<file path="src/rtl/nexus_pkg.sv">
// Shared constants for the Nexus SK1024 nonce scheduler.
// The pipeline depth is derived from the Skein/Keccak stage counts.
package nexus_pkg;

    localparam int unsigned SKEINRNDSTAGES     = 4;
    localparam int unsigned SKEINKEYSTAGES     = 2;
    localparam int unsigned SKEINROUNDS        = 20;
    localparam int unsigned SKEINKEYINJECTIONS = 21;
    localparam int unsigned KECCAKRNDSTAGES    = 2;
    localparam int unsigned KECCAKROUNDS       = 24;

    localparam int unsigned SKEINBLKSTAGES  = SKEINRNDSTAGES * SKEINROUNDS
                                            + SKEINKEYSTAGES * SKEINKEYINJECTIONS;
    localparam int unsigned KECCAKBLKSTAGES = KECCAKRNDSTAGES * KECCAKROUNDS;

    // Two Skein blocks, three Keccak blocks, plus input/output registers.
    localparam int unsigned NEXUS_PIPE_DEPTH = 2 * SKEINBLKSTAGES + 3 * KECCAKBLKSTAGES + 2;
    localparam int unsigned NEXUS_NONCE_W    = 64;
    localparam int unsigned NEXUS_RESULT_W   = 64;
    localparam int unsigned NEXUS_FIFO_DEPTH = 4;
    localparam int unsigned NEXUS_DROP_W     = 16;

    // Pointer width that stays legal for a depth of 1.
    function automatic int unsigned clog2_min1(input int unsigned v);
        return (v <= 1) ? 1 : $clog2(v);
    endfunction

endpackage

</file>
<file path="src/rtl/nexus_found_fifo.sv">
// First-word-fall-through FIFO holding found nonces until the miner pops them.
// Push while full is accepted only when a pop happens in the same cycle.
module nexus_found_fifo
    import nexus_pkg::*;
#(
    parameter int unsigned W     = NEXUS_NONCE_W,
    parameter int unsigned DEPTH = NEXUS_FIFO_DEPTH
) (
    input  logic         clk,
    input  logic         rst,
    input  logic         clr,
    input  logic         push,
    input  logic         pop,
    input  logic [W-1:0] din,
    output logic [W-1:0] head_c,
    output logic         full_c,
    output logic         empty_c
);

    localparam int unsigned AW = clog2_min1(DEPTH);
    localparam int unsigned CW = $clog2(DEPTH + 1);

    logic [W-1:0]  mem_q [DEPTH];
    logic [W-1:0]  mem_d [DEPTH];
    logic [AW-1:0] wr_ptr_q, wr_ptr_d;
    logic [AW-1:0] rd_ptr_q, rd_ptr_d;
    logic [CW-1:0] count_q, count_d;
    logic          do_push_c;
    logic          do_pop_c;

    assign full_c    = (count_q == CW'(DEPTH));
    assign empty_c   = (count_q == '0);
    assign head_c    = mem_q[rd_ptr_q];
    assign do_pop_c  = pop && !empty_c;
    assign do_push_c = push && (!full_c || do_pop_c);

    // Pointer/count update; DEPTH is a power of two so pointers wrap naturally.
    always_comb begin
        mem_d    = mem_q;
        wr_ptr_d = wr_ptr_q;
        rd_ptr_d = rd_ptr_q;
        count_d  = count_q;
        if (clr) begin
            wr_ptr_d = '0;
            rd_ptr_d = '0;
            count_d  = '0;
        end else begin
            if (do_push_c) begin
                mem_d[wr_ptr_q] = din;
                wr_ptr_d        = wr_ptr_q + AW'(1);
            end
            if (do_pop_c) begin
                rd_ptr_d = rd_ptr_q + AW'(1);
            end
            count_d = count_q + CW'(do_push_c) - CW'(do_pop_c);
        end
    end

    always_ff @(posedge clk) begin
        if (rst) begin
            for (int i = 0; i < int'(DEPTH); i++) begin
                mem_q[i] <= '0;
            end
            wr_ptr_q <= '0;
            rd_ptr_q <= '0;
            count_q  <= '0;
        end else begin
            mem_q    <= mem_d;
            wr_ptr_q <= wr_ptr_d;
            rd_ptr_q <= rd_ptr_d;
            count_q  <= count_d;
        end
    end

endmodule

</file>
<file path="src/rtl/nexus_nonce_scheduler.sv">
// Issues consecutive nonces into the SK1024 pipeline, tracks in-flight slots and
// queues nonces whose retiring result is at or below the per-work target.
module nexus_nonce_scheduler
    import nexus_pkg::*;
#(
    parameter int unsigned PIPE_DEPTH = NEXUS_PIPE_DEPTH,
    parameter int unsigned NONCE_W    = NEXUS_NONCE_W,
    parameter int unsigned RESULT_W   = NEXUS_RESULT_W,
    parameter int unsigned FIFO_DEPTH = NEXUS_FIFO_DEPTH,
    parameter int unsigned DROP_W     = NEXUS_DROP_W
) (
    input  logic                clk,
    input  logic                HashRst,
    input  logic                WorkLoad,
    input  logic [NONCE_W-1:0]  StartNonce,
    input  logic [RESULT_W-1:0] Target,
    input  logic                Run,
    output logic [NONCE_W-1:0]  NonceOut,
    output logic                NonceValid,
    input  logic [RESULT_W-1:0] ResultIn,
    output logic [NONCE_W-1:0]  FoundNonce,
    output logic                FoundValid,
    input  logic                FoundReady,
    output logic                FoundOverflow,
    output logic [DROP_W-1:0]   DropCount,
    output logic                Exhausted,
    output logic                Idle
);

    localparam int unsigned IW = $clog2(PIPE_DEPTH + 1);

    logic [NONCE_W-1:0]    issue_ctr_q, issue_ctr_d;
    logic [NONCE_W-1:0]    retire_ctr_q, retire_ctr_d;
    logic [RESULT_W-1:0]   target_q, target_d;
    logic [NONCE_W-1:0]    nonce_out_q, nonce_out_d;
    logic                  nonce_valid_q, nonce_valid_d;
    logic                  exhausted_q, exhausted_d;
    logic                  overflow_q, overflow_d;
    logic [DROP_W-1:0]     drop_cnt_q, drop_cnt_d;
    logic [IW-1:0]         in_flight_q, in_flight_d;
    logic [PIPE_DEPTH-1:0] valid_sr_q, valid_sr_d;
    logic                  idle_q, idle_d;

    logic                  issue_c;
    logic                  retire_c;
    logic                  hit_c;
    logic                  fifo_push_c;
    logic                  fifo_pop_c;
    logic [NONCE_W-1:0]    fifo_head_c;
    logic                  fifo_full_c;
    logic                  fifo_empty_c;

    assign issue_c  = Run && !exhausted_q && !WorkLoad;
    assign retire_c = valid_sr_q[PIPE_DEPTH-1];
    assign hit_c    = retire_c && (ResultIn <= target_q);

    // Next-state: WorkLoad discards all tracking of the previous work.
    always_comb begin
        issue_ctr_d   = issue_ctr_q;
        retire_ctr_d  = retire_ctr_q;
        target_d      = target_q;
        nonce_out_d   = nonce_out_q;
        nonce_valid_d = 1'b0;
        exhausted_d   = exhausted_q;
        overflow_d    = overflow_q;
        drop_cnt_d    = drop_cnt_q;
        in_flight_d   = in_flight_q;
        valid_sr_d    = {valid_sr_q[PIPE_DEPTH-2:0], nonce_valid_q};
        fifo_push_c   = 1'b0;
        fifo_pop_c    = 1'b0;

        if (WorkLoad) begin
            issue_ctr_d  = StartNonce;
            retire_ctr_d = StartNonce;
            target_d     = Target;
            exhausted_d  = 1'b0;
            overflow_d   = 1'b0;
            drop_cnt_d   = '0;
            in_flight_d  = '0;
            valid_sr_d   = '0;
        end else begin
            if (issue_c) begin
                nonce_out_d   = issue_ctr_q;
                nonce_valid_d = 1'b1;
                // The all-ones nonce is the last one; the counter never wraps.
                if (issue_ctr_q == '1) begin
                    exhausted_d = 1'b1;
                end else begin
                    issue_ctr_d = issue_ctr_q + NONCE_W'(1);
                end
            end
            if (retire_c) begin
                retire_ctr_d = retire_ctr_q + NONCE_W'(1);
            end
            in_flight_d = in_flight_q + IW'(nonce_valid_q) - IW'(retire_c);
            fifo_pop_c  = FoundReady && !fifo_empty_c;
            fifo_push_c = hit_c;
            if (hit_c && fifo_full_c && !fifo_pop_c) begin
                overflow_d = 1'b1;
                if (drop_cnt_q != '1) begin
                    drop_cnt_d = drop_cnt_q + DROP_W'(1);
                end
            end
        end

        idle_d = !nonce_valid_d && (in_flight_d == '0) && (!Run || exhausted_d);
    end

    always_ff @(posedge clk) begin
        if (HashRst) begin
            issue_ctr_q   <= '0;
            retire_ctr_q  <= '0;
            target_q      <= '0;
            nonce_out_q   <= '0;
            nonce_valid_q <= 1'b0;
            exhausted_q   <= 1'b0;
            overflow_q    <= 1'b0;
            drop_cnt_q    <= '0;
            in_flight_q   <= '0;
            valid_sr_q    <= '0;
            idle_q        <= 1'b1;
        end else begin
            issue_ctr_q   <= issue_ctr_d;
            retire_ctr_q  <= retire_ctr_d;
            target_q      <= target_d;
            nonce_out_q   <= nonce_out_d;
            nonce_valid_q <= nonce_valid_d;
            exhausted_q   <= exhausted_d;
            overflow_q    <= overflow_d;
            drop_cnt_q    <= drop_cnt_d;
            in_flight_q   <= in_flight_d;
            valid_sr_q    <= valid_sr_d;
            idle_q        <= idle_d;
        end
    end

    nexus_found_fifo #(
        .W     (NONCE_W),
        .DEPTH (FIFO_DEPTH)
    ) u_found_fifo (
        .clk     (clk),
        .rst     (HashRst),
        .clr     (WorkLoad),
        .push    (fifo_push_c),
        .pop     (fifo_pop_c),
        .din     (retire_ctr_q),
        .head_c  (fifo_head_c),
        .full_c  (fifo_full_c),
        .empty_c (fifo_empty_c)
    );

    assign NonceOut      = nonce_out_q;
    assign NonceValid    = nonce_valid_q;
    assign FoundNonce    = fifo_head_c;
    assign FoundValid    = !fifo_empty_c;
    assign FoundOverflow = overflow_q;
    assign DropCount     = drop_cnt_q;
    assign Exhausted     = exhausted_q;
    assign Idle          = idle_q;

endmodule

</file>
<file path="config.mk">
export PLATFORM = sky130hd
export DESIGN_NAME = nexus_nonce_scheduler
export DESIGN_NICKNAME = d
export VERILOG_FILES = /design/src/rtl/nexus_pkg.sv /design/src/rtl/nexus_found_fifo.sv /design/src/rtl/nexus_nonce_scheduler.sv
export SDC_FILE = /design/constraint.sdc
export NUM_CORES = 2
export LEC_CHECK = 0
export ABC_AREA = 1
export BUFFER_PORTS_ARGS = -buffer_cell sky130_fd_sc_hd__buf_2
export CORE_AREA = 5 5 320 322
export CTS_CLUSTER_SIZE = 10
export DETAILED_ROUTE_END_ITERATION = 10
export DIE_AREA = 0 0 325 327
export PLACE_DENSITY = 0.54
export SLEW_MARGIN = 5
export SYNTH_ARGS = -nofsm -noshare
export SYNTH_HDL_FRONTEND = slang
export SYNTH_HIERARCHICAL = 1
export SYNTH_SLANG_ARGS = --single-unit
export TNS_END_PERCENT = 50
</file>
<file path="constraint.sdc">
create_clock -name clk -period 4.86 [get_ports clk]
set_clock_uncertainty 0.05 [all_clocks]
set_input_delay 0.729 -clock clk [delete_from_list [all_inputs] [get_ports clk]]
set_output_delay 0.729 -clock clk [all_outputs]
set_load 0.02 [all_outputs]
</file>
# Yosys cells after proc, flatten, opt, wreduce, memory -nomap -nowiden
# Index checks and enable logic that the tools add are counted.
dict set report classes {
  addsub 9
  order_cmp 4
  eq_ne 4
  n_mux 19
  bitwise_logic 3
  n_reduce_logical 29
}
# operator n
set ops {}
lappend ops {{$mux 64} 8}
lappend ops {{$bwmux 256} 1}
lappend ops {{$add 64x1->64 const B} 2}
lappend ops {{$bmux 64 s2} 1}
lappend ops {{$demux 64 s2} 1}
lappend ops {{$eq 64x64->1 const B} 1}
lappend ops {{$le 64x64->1} 1}
lappend ops {{$add 16x1->16 const B} 1}
lappend ops {{$ne 16x16->1 const B} 1}
lappend ops {{$logic_and 1x1->1} 11}
lappend ops {{$add 9x1->9} 1}
lappend ops {{$logic_not 9->1} 1}
lappend ops {{$mux 9} 1}
lappend ops {{$sub 9x1->9} 1}
lappend ops {{$reduce_and 2->1} 4}
lappend ops {{$logic_not 1->1} 7}
lappend ops {{$mux 1} 7}
lappend ops {{$ge 3x3->1 const B} 2}
lappend ops {{$not 2->3} 2}
lappend ops {{$add 2x1->2 const B} 2}
lappend ops {{$reduce_bool 2->1} 2}
lappend ops {{$add 3x1->3} 1}
lappend ops {{$eq 3x3->1 const B} 1}
lappend ops {{$logic_not 3->1} 1}
lappend ops {{other kinds (6)} 7}
dict set report word_totals {
  regBits 938
  inputBits 197
  output_inout_bits 149
  word_cells 86
}

# Depth between registers and ports, before layout
dict set report depth {
  word_depth 9
  ltp_mapped 24
  ltp_nobuf 24
}

# Modules after synthesis
# Netlist, hierarchy kept.
# mod n_inst cells_each area_each_um2 seq_area_each_um2
set modules_own_cells {}
lappend modules_own_cells {nexus_nonce_scheduler 1 3658 27550.2 13513.0}
lappend modules_own_cells {nexus_found_fifo 1 2041 12808.5 5265.0}

# Worst setup path before layout
# No wires, ideal clock.
dict set report synth_timing {
  path_kind {input to register}
  startpoint {input port ResultIn[55]}
  endpoint {register u_found_fifo.count_q[2]}
  setup_ns 0.071
  arrival_ns 3.483
  required_time_ns 4.739
  setup_slack_ns 1.257
  path_stages 15
  path_buffers 0
  cell_sequence {ha_1 nand2_1 nor4_1 nand2_1 nor2_1 nand4_1 a21oi_1 nand2_1 ha_1 inv_1 ha_1 inv_1 fa_1 or2_2 a21oi_1}
}
dict set report synth_between {
  elab_chain_len 6
}
# element line_no
set synth_rtl {}
lappend synth_rtl {{from (decl)} nexus_nonce_scheduler.sv:20} ;# input logic [RESULT_W-1:0] ResultIn,
lappend synth_rtl {{$le 64x64->1} nexus_nonce_scheduler.sv:55} ;# assign hit_c = retire_c && (ResultIn <= target_q);
lappend synth_rtl {{$logic_and 1x1->1} nexus_nonce_scheduler.sv:55}
lappend synth_rtl {{$mux 1} nexus_nonce_scheduler.sv:72} ;# if (WorkLoad) begin
lappend synth_rtl {{net fifo_push_c} nexus_nonce_scheduler.sv:47} ;# logic fifo_push_c;
lappend synth_rtl {{$logic_and 1x1->1} nexus_found_fifo.sv:35} ;# assign do_push_c = push && (!full_c || do_pop_c);
lappend synth_rtl {{$add 3x1->3} nexus_found_fifo.sv:55} ;# count_d = count_q + CW'(do_push_c) - CW'(do_pop_c);
lappend synth_rtl {{$sub 3x1->3} nexus_found_fifo.sv:55}
lappend synth_rtl {{to (signal assigned)} nexus_found_fifo.sv:71} ;# count_q <= count_d;
lappend synth_rtl {{to (decl)} nexus_found_fifo.sv:27} ;# logic [CW-1:0] count_q, count_d;
# The timed path passes the listed nets, and every way through them passes these cells.
# A chain may end at the register's enable or synchronous reset.

# Worst setup path after layout
dict set report layout_timing {
  startpoint {register issue_ctr_q[1]}
  endpoint {register issue_ctr_q[22]}
}
dict set report layout_between {
  elab_chain_len 4
  word_cells_on_any_way 7
  cone_classes {add/sub: 1; eq/ne: 2; mux: 3; reduce/logical: 1}
}
# element line_no
set layout_rtl {}
lappend layout_rtl {{from (decl)} nexus_nonce_scheduler.sv:32} ;# logic [NONCE_W-1:0] issue_ctr_q, issue_ctr_d;
lappend layout_rtl {{from (signal assigned)} nexus_nonce_scheduler.sv:123} ;# issue_ctr_q <= issue_ctr_d;
lappend layout_rtl {{$add 64x1->64} nexus_nonce_scheduler.sv:89} ;# issue_ctr_d = issue_ctr_q + NONCE_W'(1);
lappend layout_rtl {{$mux 64} nexus_nonce_scheduler.sv:86} ;# if (issue_ctr_q == '1) begin
lappend layout_rtl {{$mux 64} nexus_nonce_scheduler.sv:82} ;# if (issue_c) begin
lappend layout_rtl {{$mux 64} nexus_nonce_scheduler.sv:72}
# Several ways; a longest one is shown, not always the timed one. The select of a mux whose other input is x is not followed.

==> flow_metrics.py <==
metrics = {
    "synthesis": {
        "post_synth_instance_area_mm2": 0.0404,
        "post-synth-top-area-cell": "dfxtp_1",
        "synth-async-reset-ratio": 0,
        "synth.top_cell.area_share": 0.465,
        "warnings_synthesis": 6,
        "synth_edf_count": 0,
        "synth_compound_area_frac": 0.0982,
        "synth-main-ff-cell": "dfxtp_1",
        "yosys.area_share.xor_xnor": 0.0250,
        "netlist_instances": 5699,
        "yosys.area_share.adder": 0.0264,
        "synth.top_cells.by_area": "dfxtp_1, nor2_1, nand2_1, inv_1, a21oi_1",
        "synth_area_per_cell_um2": 7.08,
        "synth.area.mux_share": 0,
        "post_synth_and_or_nand_nor_area_fraction": 0.262,
        "synthesis.nets": 5980,
        "yosys.cell_count.top_type": "nor2_1",
        "synth_top_cells_by_count": "nor2_1, nand2_1, dfxtp_1, inv_1, a21oi_1",
        "synth_sequential_area_ratio": 0.465,
        "ys_types": 51,
        "ys_ff_latch": 938,
        "dominant_combinational_cell_family_by_area_after_synthesis": "simple AND/OR/NAND/NOR gates",
    },
    "setup_path": {
        "start_to_end_type_of_the_worst_setup_path": "reg -> reg",
        "critical_path.startpoint_type": "flip-flop",
        "slowest_delay_ns": 1.10,
        "cp_cell_sequence": "ha_1 -> nand2_1 -> inv_2 -> nand3_2 -> nor2_4 -> nand2_2 -> nor2_4 -> o21ai_4 -> clkinv_2 -> a21oi_1 -> a21oi_1",
        "crit_arrival_ns": 4.19,
        "endpoint_kind": "flip-flop",
        "worstPathBufferInverterCount": 2,
        "crit_required_ns": 5.34,
        "worst_path_dominant_cell_family": "buffers and inverters",
        "critical_path.max_fanout": 59,
        "critical_path.slowest_cell": "clkinv_2",
    },
    "status": {
        "run_status": "complete, no violations",
    },
    "drt": {
        "ant_nets": 0,
        "drt_pre_antenna_iters": 7,
        "routed_wl_um": 117000,
        "dr.first_iter.drc_count": 2638,
        "routedWlPerCell_um": 16.2,
        "vias": 34600,
        "remaining_drc_errors": 0,
        "drt-vias-per-instance": 4.76,
    },
    "floorplanning": {
        "io_pins": 346,
        "design.core.area_mm2": 0.0993,
        "dieHeight_um": 327,
        "floorplan.initialDensity": 0.407,
        "die_x_um": 325,
        "placementRows": 116,
        "die_area_mm2": 0.106,
    },
    "place": {
        "post-dp-hpwl_um": 80300,
        "finalWeightedCongestion": 0.941,
        "setup_slack_at_placement_ns": 0.757,
        "port_buffers": 345,
    },
    "final_layout": {
        "syn_to_final_growth_pct": 13.3,
        "final_nets": 6191,
        "regArea_mm2": 0.0188,
        "fill_cells": 10400,
        "multiInputGateArea_mm2": 0.0167,
        "drive_above_1_share": 0.0961,
    },
    "timing": {
        "rsz0062_at_grt": "no",
        "count_of_endpoints_failing_setup_in_the_final_report": 0,
        "sum_neg_setup_slack_ns": 0,
        "max_freq_mhz": 270,
        "fin_crit_sh": 0.763,
        "fin_crit_ns": 3.71,
        "slew_viol_final": 0,
        "max_slew_margin": 0.238,
        "report.final.hold_viol_count": 0,
        "setup_slack_ns": 1.15,
        "worst_slew_pin_slew_ns": 1.14,
    },
    "clock_tree": {
        "postCtsSetupBuffers": 0,
        "h-tree-depth": 3,
        "holdBufCountCts": 0,
        "cts_tree": "built",
        "worstSkewPairLatency_ns": 0.71,
        "cts.reportedPaths.clkPinSlew_ns": 0.06,
        "cts-resized-gates": 0,
        "cts_buffer_depth": 3,
        "count_of_clock_tree_sinks": 938,
        "cts_buffers": 108,
        "ctsRootBufferMaster": "clkbuf_16",
    },
    "grt": {
        "grt_pass1_vias": 31600,
        "grt_remaining_overflow": 0,
        "largest_net_degree_at_the_start_of_global_routing": 129,
        "global_route.usage.total": 0.213,
        "grt_first_pass_wirelength_um": 182000,
        "antenna_found_initial": 4,
    },
    "power_and_ir_drop": {
        "peakVddDrop_uv": 318,
        "fin_total_pwr_mw": 16.2,
        "power_density_mw_per_mm2": 353,
        "power.static_leakage_nw": 19.9,
    },
    "flow_run": {
        "drv.max_cap_violation_count": 0,
    },
    "worst_hold_path": {
        "min_delay_worst_type": "in -> reg",
    },
}
==> cells by family after synthesis <==
family / Yosys count
buffers and inverters: 1192
and+or+nand+nor: 2613
DFF: 938
AOI/OAI and AO/OA: 757
xor gates and xnor gates: 115
adders and majority gates: 84
==> sequential cells by signal, summed over array words and instances, names as in the netlist <==
signal and cells:
Exhausted 1, u_found_fifo/mem_q 256, NonceOut 64, in_flight_q 9, DropCount 16, u_found_fifo/wr_ptr_q 2
Idle 1, u_found_fifo/rd_ptr_q 2, FoundOverflow 1, target_q 64, NonceValid 1, valid_sr_q 390
retire_ctr_q 64, u_found_fifo/count_q 3, issue_ctr_q 64
==> layout by cell type (no fill, tap or decap), types with 3 or more instances in the layout <==
cell type | synthesis | final
nor2_1 | 1181 | 1177
nand2_1 | 1085 | 1085
dfxtp_1 | 938 | 937
inv_1 | 901 | 899
a21oi_1 | 430 | 430
buf_2 | 17 | 343
o21ai_0 | 229 | 229
nand3_1 | 113 | 113
clkbuf_16 | 0 | 108
nand4_1 | 96 | 96
ha_1 | 82 | 82
xor2_1 | 80 | 80
nor3_1 | 76 | 76
a31oi_1 | 66 | 66
xnor2_1 | 35 | 35
buf_4 | 8 | 30
clkbuf_1 | 175 | 28
nor4_1 | 14 | 14
nand2_2 | 12 | 12
a21oi_2 | 10 | 10
buf_12 | 0 | 8
nor2_4 | 3 | 6
inv_2 | 9 | 6
clkbuf_8 | 0 | 6
nand3b_1 | 5 | 5
clkinv_2 | 1 | 5
o21ai_1 | 5 | 5
diode_2 | 0 | 4
o21a_1 | 4 | 4
inv_6 | 0 | 4
nor3_2 | 4 | 4
or2_2 | 4 | 4
clkinv_16 | 0 | 4
nand4_4 | 0 | 4
nor2_2 | 2 | 3
and2_1 | 3 | 3
==> through the flow <==
step | hold slack (ns) | util | instance area [um2] | std cells
3_3_place_gp | 0.344 | 0.429 | 42600 | 7098
2_1_floorplan | 0.344 | - | 40400 | 5699
5_1_grt | 0.221 | 0.460 | 45700 | 7254
6_report | 0.236 | 0.460 | 45700 | 7254
4_1_cts | 0.195 | 0.460 | 45700 | 7250
3_5_place_dp | 0.348 | 0.429 | 42600 | 7098
==> layer usage <==
metal	share of wire	global-route usage
met2	0.47	0.362
met4	0.030	0.0649
met1	0.44	0.274
met3	0.057	0.0421
met5	0	0
==> worst reg2reg max path: stages, from the launching register on <==
cell	delay (ns)
dfxtp_1	0.39
ha_1	0.23
nand2_1	0.08
inv_2	0.08
nand3_2	0.15
nor2_4	0.08
nand2_2	0.13
nor2_4	0.07
o21ai_4	0.66
clkinv_2	1.11
a21oi_1	0.45
a21oi_1	0.09
==> power by group <==
| group | switching (mW) | total, mW | internal, mW |
|---|---|---|---|
| clock | 3.12 | 7.25 | 4.12 |
| sequential | 0.177 | 8.01 | 7.83 |
| combinational | 0.617 | 0.906 | 0.288 |
| total | 3.92 | 16.2 | 12.2 |
==> layout make-up <==
cell class / instances / share of cell area
Sequential cell: 938 / 0.411
Multi-Input combinational cell: 3569 / 0.365
Inverter: 912 / 0.0755
Clock buffer: 142 / 0.0632
Timing Repair Buffer: 381 / 0.0460
Tap cell: 1298 / 0.0355
Clock inverter: 10 / 0.00402
Antenna cell: 4 / 0.000219
==> path summary, 6_finish.rpt <==
| check | start | slack [ns] | cells past startpoint | end |
|---|---|---|---|---|
| setup / recovery | issue_ctr_q[1] | 1.15 | 11 | issue_ctr_q[22] |
| hold / removal | Target[0] | 0.24 | 3 | target_q[0] |
| setup reg to reg | issue_ctr_q[1] | 1.15 | 11 | issue_ctr_q[22] |
| hold reg to reg | valid_sr_q[231] | 0.33 | 2 | valid_sr_q[232] |
Note: power is estimated with default switching activity, not from simulation.
